===== config.mk =====
export PLATFORM = sky130hd
export DESIGN_NAME = reg_read_stage
export DESIGN_NICKNAME = d
export VERILOG_FILES = /design/src/rtl/reg_read_stage_pkg.sv /design/src/rtl/reg_read_skid_buf.sv /design/src/rtl/reg_read_stage.sv
export SDC_FILE = /design/constraint.sdc
export NUM_CORES = 1
export LEC_CHECK = 0
export CORE_AREA = 2 2 281 283
export CTS_BUF_LIST = sky130_fd_sc_hd__clkbuf_8
export CTS_CLUSTER_SIZE = 14
export DETAILED_ROUTE_END_ITERATION = 10
export DIE_AREA = 0 0 283 285
export MAX_ROUTING_LAYER = met4
export PLACE_DENSITY_LB_ADDON = 0.25
export SLEW_MARGIN = 10
export SYNTH_ARGS = -nofsm -noshare
export SYNTH_HDL_FRONTEND = slang
export SYNTH_SLANG_ARGS = --single-unit

===== constraint.sdc =====
create_clock -name clk -period 1.92 [get_ports clk]
set_input_delay 0.384 -clock clk [delete_from_list [all_inputs] [get_ports clk]]
set_output_delay 0.384 -clock clk [all_outputs]
set_load 0.005 [all_outputs]

===== src/rtl/reg_read_stage_pkg.sv =====
// Shared scheduler types for the register-read stage: tag, operand and payload widths.
// Build option: REG_READ_BYPASS_EN enables the writeback bypass in operand resolution.
package reg_read_stage_pkg;

    localparam int SCHED_PREG_NUM  = 64;
    localparam int SCHED_TAG_W     = $clog2(SCHED_PREG_NUM);
    localparam int SCHED_DATA_W    = 32;
    localparam int SCHED_PAYLOAD_W = 64;

    typedef logic [SCHED_TAG_W-1:0]     tag_t;
    typedef logic [SCHED_DATA_W-1:0]    data_t;
    // Opaque uop payload: option code, rob_idx, position_bit, imm, pdest.
    typedef logic [SCHED_PAYLOAD_W-1:0] payload_t;

endpackage


===== src/rtl/reg_read_skid_buf.sv =====
// Per-lane 2-entry (main + skid) buffer whose ready output comes straight from a register.
// Handshake: a transfer happens on a rising edge where valid & ready are both high.
module reg_read_skid_buf
    import reg_read_stage_pkg::*;
#(
    parameter int W = SCHED_DATA_W
) (
    input  logic         clk,
    input  logic         a_rst_n,
    input  logic         flush_i,
    input  logic         in_valid_i,
    output logic         in_ready_o,
    input  logic [W-1:0] in_data_i,
    output logic         out_valid_o,
    input  logic         out_ready_i,
    output logic [W-1:0] out_data_o
);

    logic         main_v_q, main_v_d;
    logic         skid_v_q, skid_v_d;
    logic [W-1:0] main_q, main_d;
    logic [W-1:0] skid_q, skid_d;
    logic         accept;
    logic         consume;

    // Ready depends only on skid occupancy, so no path exists from out_ready_i.
    assign in_ready_o  = ~skid_v_q;
    assign accept      = in_valid_i & ~skid_v_q;
    assign consume     = main_v_q & out_ready_i;
    assign out_valid_o = main_v_q;
    assign out_data_o  = main_q;

    always_comb begin
        main_v_d = main_v_q;
        skid_v_d = skid_v_q;
        main_d   = main_q;
        skid_d   = skid_q;
        if (consume) begin
            main_v_d = skid_v_q;
            skid_v_d = 1'b0;
            if (skid_v_q) begin
                main_d = skid_q;
            end
        end
        // Accept only happens with skid empty, so it never races the skid->main move.
        if (accept) begin
            if (!main_v_q || consume) begin
                main_d   = in_data_i;
                main_v_d = 1'b1;
            end else begin
                skid_d   = in_data_i;
                skid_v_d = 1'b1;
            end
        end
        if (flush_i) begin
            main_v_d = 1'b0;
            skid_v_d = 1'b0;
        end
    end

    always_ff @(posedge clk or negedge a_rst_n) begin
        if (!a_rst_n) begin
            main_v_q <= 1'b0;
            skid_v_q <= 1'b0;
            main_q   <= '0;
            skid_q   <= '0;
        end else begin
            main_v_q <= main_v_d;
            skid_v_q <= skid_v_d;
            main_q   <= main_d;
            skid_q   <= skid_d;
        end
    end

endmodule


===== src/rtl/reg_read_stage.sv =====
// Register-read stage: resolves two operands per uop at issue and buffers them per lane.
// Build option: define REG_READ_BYPASS_EN to forward matching writeback data over the PRF.
module reg_read_stage
    import reg_read_stage_pkg::*;
#(
    parameter  int LANE_NUM  = 2,
    parameter  int PREG_NUM  = SCHED_PREG_NUM,
    parameter  int DATA_W    = SCHED_DATA_W,
    parameter  int WB_NUM    = 4,
    parameter  int PAYLOAD_W = SCHED_PAYLOAD_W,
    localparam int TAG_W     = $clog2(PREG_NUM)
) (
    input  logic                                 clk,
    input  logic                                 a_rst_n,
    input  logic                                 flush_i,
    input  logic [LANE_NUM-1:0]                  issue_valid_i,
    output logic [LANE_NUM-1:0]                  issue_ready_o,
    input  logic [LANE_NUM-1:0][TAG_W-1:0]       issue_psrc0_i,
    input  logic [LANE_NUM-1:0][TAG_W-1:0]       issue_psrc1_i,
    input  logic [LANE_NUM-1:0]                  issue_psrc0_valid_i,
    input  logic [LANE_NUM-1:0]                  issue_psrc1_valid_i,
    input  logic [LANE_NUM-1:0][PAYLOAD_W-1:0]   issue_payload_i,
    output logic [2*LANE_NUM-1:0][TAG_W-1:0]     prf_raddr_o,
    input  logic [2*LANE_NUM-1:0][DATA_W-1:0]    prf_rdata_i,
    input  logic [WB_NUM-1:0]                    wb_valid_i,
    input  logic [WB_NUM-1:0][TAG_W-1:0]         wb_pdest_i,
    input  logic [WB_NUM-1:0][DATA_W-1:0]        wb_data_i,
    output logic [LANE_NUM-1:0]                  exe_valid_o,
    input  logic [LANE_NUM-1:0]                  exe_ready_i,
    output logic [LANE_NUM-1:0][DATA_W-1:0]      exe_src0_o,
    output logic [LANE_NUM-1:0][DATA_W-1:0]      exe_src1_o,
    output logic [LANE_NUM-1:0][PAYLOAD_W-1:0]   exe_payload_o
);

    localparam int ENTRY_W = 2 * DATA_W + PAYLOAD_W;

    // Zero tag and unused sources read as zero; otherwise the lowest-index writeback hit wins.
    function automatic logic [DATA_W-1:0] resolve(input logic [TAG_W-1:0]  tag,
                                                  input logic              used,
                                                  input logic [DATA_W-1:0] rdata);
        logic [DATA_W-1:0] r;
        r = rdata;
`ifdef REG_READ_BYPASS_EN
        for (int w = WB_NUM - 1; w >= 0; w--) begin
            if (wb_valid_i[w] && (wb_pdest_i[w] == tag)) begin
                r = wb_data_i[w];
            end
        end
`endif
        if ((tag == '0) || !used) begin
            r = '0;
        end
        return r;
    endfunction

`ifndef REG_READ_BYPASS_EN
    logic wb_unused;
    assign wb_unused = ^{wb_valid_i, wb_pdest_i, wb_data_i};
`endif

    for (genvar l = 0; l < LANE_NUM; l++) begin : g_lane
        logic [DATA_W-1:0]  src0_res;
        logic [DATA_W-1:0]  src1_res;
        logic [ENTRY_W-1:0] in_entry;
        logic [ENTRY_W-1:0] out_entry;

        assign prf_raddr_o[2*l]   = issue_psrc0_i[l];
        assign prf_raddr_o[2*l+1] = issue_psrc1_i[l];

        assign src0_res = resolve(issue_psrc0_i[l], issue_psrc0_valid_i[l], prf_rdata_i[2*l]);
        assign src1_res = resolve(issue_psrc1_i[l], issue_psrc1_valid_i[l], prf_rdata_i[2*l+1]);
        assign in_entry = {src0_res, src1_res, issue_payload_i[l]};

        reg_read_skid_buf #(
            .W (ENTRY_W)
        ) u_buf (
            .clk         (clk),
            .a_rst_n     (a_rst_n),
            .flush_i     (flush_i),
            .in_valid_i  (issue_valid_i[l]),
            .in_ready_o  (issue_ready_o[l]),
            .in_data_i   (in_entry),
            .out_valid_o (exe_valid_o[l]),
            .out_ready_i (exe_ready_i[l]),
            .out_data_o  (out_entry)
        );

        assign exe_src0_o[l]    = out_entry[ENTRY_W-1 -: DATA_W];
        assign exe_src1_o[l]    = out_entry[PAYLOAD_W +: DATA_W];
        assign exe_payload_o[l] = out_entry[PAYLOAD_W-1:0];
    end

endmodule


# [After elaboration in Yosys (flattened, before gate mapping)]
# Index checks and enable logic that the tools add are counted.
[word_totals] mem_bits_rw=0 ff_bits=516 latchBits=0 inputBits=447 elab_cells=62 mem_count=0 out_inout_bits=284 rom_bits=0
[op_classes] shifts=0 add_sub_neg=0 muxes=28 eq_ne=0 multipliers=0 reduce_logical=18 bitwise=8 div=0 magnitude_cmp=0
[ops] cell="2-to-1 mux 128 bit" count=8
[ops] cell="2-to-1 mux 32 bit" count=4
[ops] cell="zero test 6 bit" count=4
[ops] cell="2-to-1 mux 1 bit" count=16
[ops] cell="zero test 1 bit" count=6
[ops] cell="logical OR 1 bit" count=6
[ops] cell="AND 1 bit" count=4
[ops] cell="inverter 1 bit" count=4
[ops] cell="AND reduction 2 bit" count=2

# [Longest topological paths before layout]
# Gate-level depths: netlist of run 1.
[logic_depth] ltp_word=5 depth_mapped=6

# [Hierarchy]
# Synthesis of run 1 repeated with hierarchy kept, for this count alone.
[unflattened] cells_unflattened=2312 area_unflattened_um2=23358.7
[modules_own_cells] mod="reg_read_skid_buf" instances=2 seq_area_each_um2=6456.2 area_each_um2=10846.7 cells_per_inst=994
[modules_own_cells] mod="reg_read_stage" instances=1 seq_area_each_um2=0.0 area_each_um2=1665.3 cells_per_inst=324

# [Worst setup path before layout of run 1]
# No wires, ideal clock.
[synth_path] kind="in2reg" start="in issue_psrc0_i[1] (netlist bit)" end="reg g_lane[0].u_buf.main_q[103]" path_slack_ns=0.148 path_buffers=2 arrival_time_ns=1.624 stages=5 t_required_ns=1.772 path_cell_list="or4_4 -> buf_6 -> o211ai_4 -> buf_12 -> o221ai_2"
[synth_between] elab_chain_len=5
[synth_lines] element="start: declaration" line="reg_read_stage.sv:18" text="input logic [LANE_NUM-1:0][TAG_W-1:0] issue_psrc0_i,"
[synth_lines] element="zero test 6 bit" line="reg_read_stage.sv:50" text="if ((tag == '0) || !used) begin"
[synth_lines] element="logical OR 1 bit" line="reg_read_stage.sv:50"
[synth_lines] element="2-to-1 mux 32 bit" line="reg_read_stage.sv:50"
[synth_lines] element="2-to-1 mux 128 bit" line="reg_read_skid_buf.sv:47" text="if (!main_v_q || consume) begin"
[synth_lines] element="2-to-1 mux 128 bit" line="reg_read_skid_buf.sv:46" text="if (accept) begin"
[synth_lines] element="named net g_lane[0].u_buf.main_d[103]" line="reg_read_skid_buf.sv:21" text="logic [W-1:0] main_q, main_d;"
[synth_lines] element="end signal: assignment" line="reg_read_skid_buf.sv:70" text="main_q <= main_d;"
[synth_lines] element="end: declaration" line="reg_read_skid_buf.sv:21"
# The timed path passes the listed nets, and every way through them passes these cells.
# A chain may end at the register's enable or synchronous reset.

# [Final worst setup path of run 1]
[layout_path] start="in issue_psrc0_i[1] (netlist bit)" end="out prf_raddr_o[1] (netlist bit)"
[layout_lines] element="end: declaration" line="reg_read_stage.sv:23" text="output logic [2*LANE_NUM-1:0][TAG_W-1:0] prf_raddr_o,"
# No word-level cell between the ends.

==> flow_metrics.py, run 1 <==
metrics = {
    "global_route": {
        "antenna_found_initial": 16,
        "grt_max_degree": 101,
        "grt.overflow.total": 0,
        "first_global_vias": 20300,
        "grt_pass1_wl_um": 122000,
        "grt.total_usage_pct": 19.7,
    },
    "place": {
        "place_congestion": 0.825,
        "dp_hpwl_um": 55200,
        "dp.cells": 3674,
        "place_area_um2": 31400,
        "io_buffers": 574,
        "dpl_worst_slack_ns": -0.338,
    },
    "timing": {
        "setup_viol": 0,
        "maxSlewViolCount": 0,
        "period_minus_slack_ns": 1.86,
        "fin_crit_sh_pct": 97.0,
        "max_freq_mhz": 537,
        "worst_pin_slew_ns": 0.535,
        "setup_slack_ns": 0.0569,
        "maxSlewHeadroom_pct": 64.3,
        "fin_setup_tns_ns": 0,
        "clock_skew_ns": 0.0536,
        "hold_ws_ns": 0.162,
        "finalHoldViolCount": 0,
    },
    "setup_path": {
        "r2r.worst_path.cells": 5,
        "r2r_end": "g_lane[0].u_buf.out_data_o[41]$_DFF_PN0_",
        "cp_top_family": "buffers and inverters",
        "slowest_delay_ns": 0.49,
        "r2r_slack_ns": 0.18,
        "crit_path_top_delay_cell": "clkdlybuf4s50_1",
        "path_cells": "clkdlybuf4s50_1 > buf_4 > clkdlybuf4s50_1",
        "crit_type": "in -> out",
        "crit_buf_inv": 3,
        "critical_path_arrival_ns": 1.48,
        "end_kind": "output port",
        "critPathLaunchType": "input port",
        "required_ns": 1.54,
        "r2r-start": "g_lane[0].u_buf.skid_v_q$_DFF_PN0_",
        "cp_common_cell": "clkdlybuf4s50_1",
        "cp_max_fo": 2,
    },
    "floorplanning": {
        "ios": 731,
        "core.rowCount": 103,
        "die-area_um2": 80700,
        "coreArea_um2": 78000,
        "fp.dieW_um": 283,
        "dieHeight_um": 285,
        "start_util_pct": 30.2,
    },
    "synth": {
        "async_flop_share_pct": 100,
        "ys_top_cells_by_count": "528 x nand2_1, 516 x dfrtp_1, 321 x mux2_2",
        "synth_ff_type": "dfrtp_1",
        "yosysTopAreaCell": "dfrtp_1",
        "yosysMostFrequentCell": "nand2_1",
        "synth-simple-area-share_pct": 11.5,
        "ys_top_cells_by_area": "dfrtp_1 55%, mux2_2 15%, nand2_1 8.4%",
        "synth_xor_area_share_pct": 0,
        "synth-seq-cells": 516,
        "synth_warnings": 0,
        "synth-edff-count": 0,
        "synth_top_family_by_area": "multiplexers",
        "synth.mux.area_fraction_pct": 15.5,
        "synth_compound_area_share_pct": 13.7,
        "syn_area_um2": 23500,
        "synth_seq_area_share_pct": 54.9,
        "syn_inst": 2116,
        "synth_fp_nets": 2563,
        "yosys.cell_types.count": 41,
        "synthDominantCellAreaShare_pct": 54.9,
        "syn_area_per_cell_um2": 11.1,
        "synth_adder_area_share_pct": 0,
    },
    "power_and_ir_drop": {
        "powerDensity_nw_per_um2": 960,
        "vdd_ir_drop_max_mv": 0.511,
        "p_leak_nw": 14.9,
        "power.total_mw": 32.2,
    },
    "routing": {
        "drcViolationCount": 0,
        "finalWirelength_um": 78900,
        "first_iter_violations": 1174,
        "vias": 19400,
        "ant_nets": 0,
        "dr.pass1.iters": 7,
        "post_drt_wl_per_cell_um": 20.3,
        "routed_via_density": 4.97,
    },
    "clock_network": {
        "cts_htree_levels": 3,
        "cts_sinks": 516,
        "clk_transition_reported_paths_ns": 0.06,
        "cts_buffer_depth": 3,
        "clockRootBuffer": "clkbuf_8",
        "cts_made_buffers": 94,
        "clock_latency_ns": 0.69,
        "cts_tree": "built",
    },
    "final_layout": {
        "fin_cells": 3896,
        "final_area_um2": 33500,
        "fin_util_pct": 43.0,
        "syn_to_final_growth_pct": 42.4,
        "nets": 3206,
        "drive_above_1_share_pct": 24.7,
    },
    "hold_path": {
        "min_path_type": "in -> async",
    },
    "flow_run": {
        "drv_cap": 0,
    },
    "run_status": {
        "status": "completed",
    },
}
## sequential cells by signal (all words and copies together), names as in the netlist
register                  count
g_lane.u_buf.out_data_o     256
g_lane.u_buf.out_valid_o      2
g_lane.u_buf.skid_q         256
g_lane.u_buf.skid_v_q         2
## cell usage in the layout (no fill, tap or decap), types with 13 or more instances in the layout
master | netlist | final
inv_1 | 13 | 32
a211oi_1 | 13 | 13
a22oi_1 | 52 | 52
o221ai_1 | 82 | 82
nor2_1 | 18 | 17
clkdlybuf4s50_1 | 0 | 311
clkbuf_8 | 0 | 122
o21ai_0 | 27 | 27
dfrtp_1 | 516 | 514
clkinv_2 | 0 | 13
o31ai_1 | 102 | 102
o211ai_1 | 28 | 28
o22ai_1 | 15 | 15
a21oi_1 | 65 | 65
buf_4 | 34 | 108
o221ai_2 | 20 | 20
diode_2 | 0 | 17
or2_2 | 15 | 15
nand2_1 | 528 | 526
nor2b_1 | 49 | 49
buf_12 | 2 | 59
dlygate4sd2_1 | 0 | 257
mux2_2 | 321 | 321
## final cells by class
type                    instances  area [µm²]
clock inverters                44         397
flip-flops and latches        516       12900
fillers                      7450       44500
diodes                         17        42.5
repair buffers                744        7450
well taps                    1050        1310
multi-input cells            1387        9650
inverters                      16        60.1
clock buffers                 122        1680
## power by group
group | total, mW | internal, mW | switching, mW
logic | 6.70 | 3.72 | 2.98
clock network | 11.4 | 6.53 | 4.89
registers | 14.1 | 12.9 | 1.13
## worst max-delay path by stage
stage | slack, ns | cells after the start | start | endpoint
4_1_cts | 0.001 | 1 | g_lane[1].u_buf.out_data_o[85]$_DFF_PN0_ | exe_src1_o[53]
3_3_place_gp | -0.30 | 5 | issue_psrc1_i[7] | g_lane[1].u_buf.out_data_o[70]$_DFF_PN0_
5_1_grt | -0.003 | 3 | g_lane[1].u_buf.skid_v_q$_DFF_PN0_ | issue_ready_o[1]
2_1_floorplan | 0.15 | 5 | issue_psrc0_i[1] | g_lane[0].u_buf.out_data_o[103]$_DFF_PN0_
6_report | 0.06 | 3 | issue_psrc0_i[1] | prf_raddr_o[1]
3_5_place_dp | -0.34 | 6 | issue_psrc0_i[11] | g_lane[1].u_buf.out_data_o[100]$_DFF_PN0_
## routing by layer
metal,vias to the layer above,GRT usage [%],part of all wire [%],wire (µm)
met3,144,3.62,5.2,4100
met5,-,-,0,0
met2,624,31.6,50,39500
met1,9734,23.7,41,32200
met4,0,10.1,3.9,3100
li1,8857,-,-,-
## worst register-to-register path, delay by kind of cell, from the launching register on
family / cells / cell delay, ns
buffers and inverters: 2 / 0.40
flip-flops: 1 / 0.40
multiplexers: 2 / 0.64
AND/OR/NAND/NOR: 1 / 0.19
## what timing repair did
item | CTS | global route
hold endpoints to repair | 214 | 0
hold buffers | 1 | 0
resized for setup | 276 | 0
setup endpoints to repair | 261 | 0
buffers inserted | 38 | 0
## cell families after synthesis
kind of cell	Yosys count
multiplexers	323
flip-flops	516
buffers and inverters	213
AND/OR/NAND/NOR	642
AO/OA/AOI/OAI	422
Power figures use the tool's default switching activity.
==> inputs of run 2 (changes only) <==
ABC_AREA = 1   (was default)
CORE_AREA = 2 2 287 289   (was 2 2 281 283)
DIE_AREA = 0 0 289 291   (was 0 0 283 285)
RECOVER_POWER = 50   (was default)
==> run 2 against run 1 <==
Sequential share of layout area is 2.1 points higher; register-to-register slack worse by 0.04 ns; first-iteration DRC count is 7.6% lower; utilization is 3.8 points lower; combinational power is 16% lower; sequential power hardly changed; clock power hardly changed; clock-buffer cell count stayed put; largest power group unchanged; setup slack better by 0.022 ns; fmax is 1.2% higher; synthesized cell count is 29% higher.
==> flow_metrics.py, run 2 <==
metrics = {
    "power_and_ir_drop": {
        "switching_share_pct": 28.9,
        "powerDensity_nw_per_um2": 970,
        "vdd_ir_drop_max_mv": 0.419,
        "power.total_mw": 30.8,
        "clockPowerShare_pct": 36.1,
        "comb_power_share_pct": 18.3,
        "switching_power_mw": 8.90,
        "seqPwrFrac_pct": 45.6,
        "p_leak_nw": 15.5,
        "internal_power_mw": 21.9,
    },
    "global_route": {
        "grt.total_usage_pct": 17.8,
        "first_global_vias": 19900,
        "grt_max_degree": 99,
        "grt.overflow.total": 0,
        "grt_pass1_wl_um": 115000,
        "antenna_found_initial": 9,
    },
    "clock_network": {
        "clk_transition_reported_paths_ns": 0.06,
        "cts_tree": "built",
        "clock_latency_ns": 0.68,
        "cts_buffer_depth": 3,
        "cts_made_buffers": 97,
        "cts_htree_levels": 3,
        "cts_sinks": 516,
        "clockRootBuffer": "clkbuf_8",
    },
    "setup_path": {
        "crit_buf_inv": 1,
        "cp_top_family": "flip-flops",
        "end_kind": "output port",
        "path_cells": "dlygate4sd2_1",
        "critPathLaunchType": "flop",
        "r2r-start": "g_lane[0].u_buf.out_valid_o$_DFF_PN0_",
        "cp_max_fo": 5,
        "crit_path_top_delay_cell": "dfrtp_1",
        "startpoint": "g_lane[0].u_buf.out_valid_o$_DFF_PN0_",
        "slowest_delay_ns": 0.44,
        "critical_path_arrival_ns": 1.46,
        "required_ns": 1.54,
        "crit_type": "reg -> out",
    },
    "synth": {
        "synth_warnings": 0,
        "synthDominantCellAreaShare_pct": 57.1,
        "synth_ff_type": "dfrtp_1",
        "yosysTopAreaCell": "dfrtp_1",
        "ys_top_cells_by_area": "dfrtp_1 57%, nand2_1 19%, o21ai_0 4.7%",
        "synth_seq_area_share_pct": 57.1,
        "syn_area_um2": 22600,
        "synth-seq-cells": 516,
        "synth-edff-count": 0,
        "syn_area_per_cell_um2": 8.31,
        "async_flop_share_pct": 100,
        "ys_top_cells_by_count": "1158 x nand2_1, 516 x dfrtp_1, 214 x o21ai_0",
        "yosys.cell_types.count": 20,
        "yosysMostFrequentCell": "nand2_1",
        "syn_inst": 2720,
        "synth_fp_nets": 3167,
    },
    "timing": {
        "setup_slack_ns": 0.0793,
        "setup_viol": 0,
        "period_minus_slack_ns": 1.84,
        "worst_pin_slew_ns": 0.847,
        "maxSlewViolCount": 0,
        "rsz0062_at_grt": "no",
        "finalHoldViolCount": 0,
        "max_freq_mhz": 543,
        "fin_crit_sh_pct": 95.9,
        "maxSlewHeadroom_pct": 43.5,
        "clock_skew_ns": 0.0414,
    },
    "routing": {
        "first_iter_violations": 1085,
        "dr.pass1.iters": 5,
        "routed_via_density": 4.49,
        "ant_nets": 0,
        "drcViolationCount": 0,
        "post_drt_wl_per_cell_um": 16.5,
        "vias": 20000,
        "finalWirelength_um": 73600,
    },
    "place": {
        "place_congestion": 0.807,
        "io_buffers": 574,
        "dp_hpwl_um": 50900,
        "dpl_worst_slack_ns": -0.0295,
    },
    "final_layout": {
        "layout_commonest_cell": "nand2_1",
        "multi_input_area_um2": 8280,
        "syn_to_final_growth_pct": 40.5,
        "drive_above_1_share_pct": 8.75,
        "n_fill_cell": 8441,
        "ff_latch_area_um2": 12900,
        "final_cell_mix": "1157 x nand2_1, 514 x dfrtp_1, 312 x clkdlybuf4s50_1",
        "nets": 3752,
    },
    "flow_run": {
        "drv_cap": 0,
    },
    "floorplanning": {
        "start_util_pct": 27.9,
        "ios": 731,
        "core.rowCount": 105,
        "fp.dieW_um": 289,
        "die-area_um2": 84100,
        "coreArea_um2": 81200,
        "dieHeight_um": 291,
    },
    "run_status": {
        "status": "completed",
    },
    "hold_path": {
        "min_path_type": "in -> reg",
        "hp-start": "issue_psrc1_valid_i[1]",
    },
}
## run 2: stage by stage
| step | util, % | area (µm²) | cells | hold slack (ns) | TNS (ns) |
|---|---|---|---|---|---|
| after floorplan | - | 22600 | 2720 | 0.0884 | 0 |
| after global placement | 37.1 | 30100 | 4251 | 0.264 | -0.0140 |
| after detailed placement | 37.1 | 30100 | 4251 | 0.266 | -0.152 |
| after CTS | 39.4 | 32000 | 4453 | 0.0893 | 0 |
| after global routing | 39.1 | 31800 | 4462 | 0.192 | 0 |
| final | 39.1 | 31800 | 4462 | 0.225 | 0 |
## run 2: layout make-up
class | count | share of cell area (%)
Sequential cell | 516 | 40.7
Multi-Input combinational cell | 1907 | 26.1
Timing Repair Buffer | 717 | 21.8
Clock buffer | 122 | 5.29
Tap cell | 1070 | 4.21
Clock inverter | 55 | 1.12
Inverter | 66 | 0.831
Antenna cell | 9 | 0.0709
## run 2: cell families after synthesis
| group | share of synthesized area, % |
|---|---|
| and+or+nand+nor | 26.2 |
| buffers and inverters | 6.44 |
| DFF | 57.1 |
| AOI/OAI and AO/OA | 10.2 |
## run 2: layer usage
metal | up-vias | GRT usage [%] | routed length [µm]
met3 | 132 | 3.36 | 3700
met1 | 9430 | 22.5 | 32200
met2 | 454 | 28.0 | 35300
met4 | 0 | 6.93 | 2470
li1 | 10000 | - | -
met5 | - | - | 0
## run 2: repair_timing
item                                   CTS  global route
setup buffers                           24             0
setup endpoints to repair              260             0
resized for setup                      267             0
endpoints found under the hold margin  375             0
hold buffers                             1             0
## run 2: final timing paths
kind                                                              to  slack, ns  depth (start not counted)
setup reg to reg           g_lane[0].u_buf.out_data_o[120]$_DFF_PN0_       0.14                          6
hold reg to reg               g_lane[1].u_buf.skid_q[55]$_DFFE_PN0P_       0.47                          2
hold / removal              g_lane[1].u_buf.out_data_o[92]$_DFF_PN0_       0.23                          3
min in group asynchronous   g_lane[1].u_buf.out_data_o[86]$_DFF_PN0_       0.37                          2
setup / recovery                                      exe_valid_o[0]       0.08                          1
max in group asynchronous    g_lane[0].u_buf.skid_q[111]$_DFFE_PN0P_       0.24                          3
## run 2: power groups by stage
stage,registers (mW),logic [mW],clock network (mW)
finish,14.0,5.65,11.1
CTS,14.1,5.84,11.5
detailed placement,14.3,6.29,0
floorplan,14.1,2.55,0
global route,14.3,6.42,12.0
global placement,14.2,6.23,0
==> variant, RTL diff (settings of run 1) <==
Make the reset (`a_rst_n`) synchronous in one clocked block.
--- a/src/rtl/reg_read_skid_buf.sv
+++ b/src/rtl/reg_read_skid_buf.sv
@@ -58,7 +58,7 @@
         end
     end
 
-    always_ff @(posedge clk or negedge a_rst_n) begin
+    always_ff @(posedge clk) begin
         if (!a_rst_n) begin
             main_v_q <= 1'b0;
             skid_v_q <= 1'b0;
Formal check against the unedited RTL: not equivalent (a bounded check fails within 4 cycles, from zero or initial values and one cycle with a_rst_n low; the reset may be asserted at any time).
==> variant against run 1 <==
  * Routed wire length grew 4.9%
  * Setup slack gained 0.0049 ns
  * Power shrank 21%
  * Synthesized area shrank 0.15%
  * Sequential cell count is the same
  * Combinational power shrank 46%
  * Cell area shrank 2.8%
==> variant: results (changes against run 1) <==
Critical Path Max Stage Delay=0.49 ns (about the same); syn_nets=3133 (+22%); Reg clk slew, reported paths=0.05 ns; aggregate routed wire length=82.8 mm (+4.9%); Netlist cell types=38 (-7.3%); Post-synth ARST share=0 (-1.00); Worst slew margin=0.475 (-0.168); FILL cells=7805 (+4.8%); GR Util met1=0.253 (+0.0167); largest net degree at the start of global routing=115 (+14%); aggregate global-route resource usage=0.203 (+0.00598); via count=22300 (+15%); met2 Resource Use GR=0.315 (-0.00184); share of cells above drive strength 1=0.166 (-0.0810); run status=completed; Critical-path top delay cell=clkdlybuf4s50_1; Area contributors post-synth=dfxtp_1, nand2_1, o211ai_2, o21ai_0, nand3b_1; deepest clock path buffer count=3 (unchanged); Post-synth top cells=dfxtp_1, nand2_1, o21ai_0, clkbuf_1; Max Clock Skew=0.0508 ns (-0.00286 ns); CTS Root Cell=clkbuf_8; Post-DP HPWL=54.5 mm (-1.3%); I/O Buffers=574 (unchanged); post-route worst setup slack=0.0618 ns (+0.00488 ns); Main synth FF type=dfxtp_1; 1st-iter DRT viols=1486 (+27%); routability-driven placement congestion ratio=0.811 (-1.6%); nets=3624 (+13%); drt first pass iters=5 (-2); CP max FO=2 (unchanged); Setup WS pre-CTS=-0.257 ns (+0.0811 ns); post-synthesis sequential area ratio=0.440 (-0.109); Synth warnings=0 (unchanged); total CTS buffers=94 (unchanged); H-tree Lvls=3 (unchanged); worst-skew pair later-pin latency=0.69 ns (about the same); Worst Path Arrival=1.47 ns; worst hold path type=in -> reg; # DRC=0 (unchanged); antenna violations before repair=20 (+4); global-route wire length before repair=128 mm (+5.4%); maximum vdd drop=0.522 mV (+2.1%); CP top delay family=buffers and inverters; grt met3 use=0.0482 (+0.0121); switch share=0.273 (-0.00696); vias in the first global route=21400 (+5.6%); static leakage=12.2 nW (-18%); worst reg2reg setup slack=0.24 ns (+0.06 ns)
==> variant: repair_timing <==
action	CTS	global route
hold endpoints to repair	6	0
gates resized for setup	321	2
buffers inserted	9	1
hold buffers	2	0
setup endpoints to repair	260	2
==> variant: cell type report <==
type	instances	area, um^2	area share
Tap cell	1050	1310	0.0403
Multi-Input combinational cell	1829	11500	0.353
Antenna cell	21	52.6	0.00161
Clock buffer	115	1580	0.0486
Sequential cell	516	10400	0.320
Timing Repair Buffer	732	7420	0.228
Inverter	4	15.0	0.000461
Clock inverter	50	275	0.00845
==> variant: logic make-up (layout without fill, tap and decap cells) <==
logic type             after synthesis  count (layout)  synth area share
AOI/OAI and AO/OA                 1032            1032             0.325
and+or+nand+nor                    795             795             0.160
other                                0              21                 0
DFF                                516             516             0.440
muxes                                2               2           0.00128
buffers and inverters              341             901            0.0734
==> variant: worst reg2reg max path: cells and delay by family (launching register included) <==
kind                   cells  cell delay (ns)
buffers and inverters      3             0.55
and+or+nand+nor            2             0.36
DFF                        1             0.35
AOI/OAI and AO/OA          1             0.31
==> variant: layer usage <==
metal	vias to the layer above	wire, um
li1	10800	-
met1	10700	35600
met2	691	38900
met3	135	5800
met4	0	2540
met5	-	0
==> variant: worst paths after layout <==
path,start,endpoint,depth (start not counted)
max,issue_psrc1_i[8],prf_raddr_o[20],3
min,issue_psrc0_valid_i[0],g_lane[0].u_buf.skid_q[124]$_SDFFE_PN0P_,3
max reg2reg,g_lane[0].u_buf.out_valid_o$_SDFF_PP0_,g_lane[0].u_buf.out_data_o[123]$_SDFF_PN0_,6
min reg2reg,g_lane[1].u_buf.skid_q[12]$_SDFFE_PN0P_,g_lane[1].u_buf.out_data_o[12]$_SDFF_PN0_,2
==> variant: power by group through the flow <==
stage	Clock (mW)	Combinational, mW	Sequential (mW)
CTS	10.7	3.65	11.5
floorplan	0	1.60	11.7
finish	10.4	3.62	11.5
detailed placement	0	3.87	11.7
global route	11.2	3.92	11.5
global placement	0	3.87	11.7
==> variant: stage by stage <==
step / instance area (um^2) / cells / util / hold WS, ns / power, mW
floorplan: 23500 / 2686 / - / 0.432 / 13.3
global placement: 30800 / 4119 / 0.395 / 0.439 / 15.6
detailed placement: 30800 / 4119 / 0.395 / 0.444 / 15.6
CTS: 32500 / 4295 / 0.417 / 0.0743 / 25.8
global route: 32600 / 4316 / 0.418 / 0.129 / 26.7
finish: 32600 / 4317 / 0.418 / 0.153 / 25.5
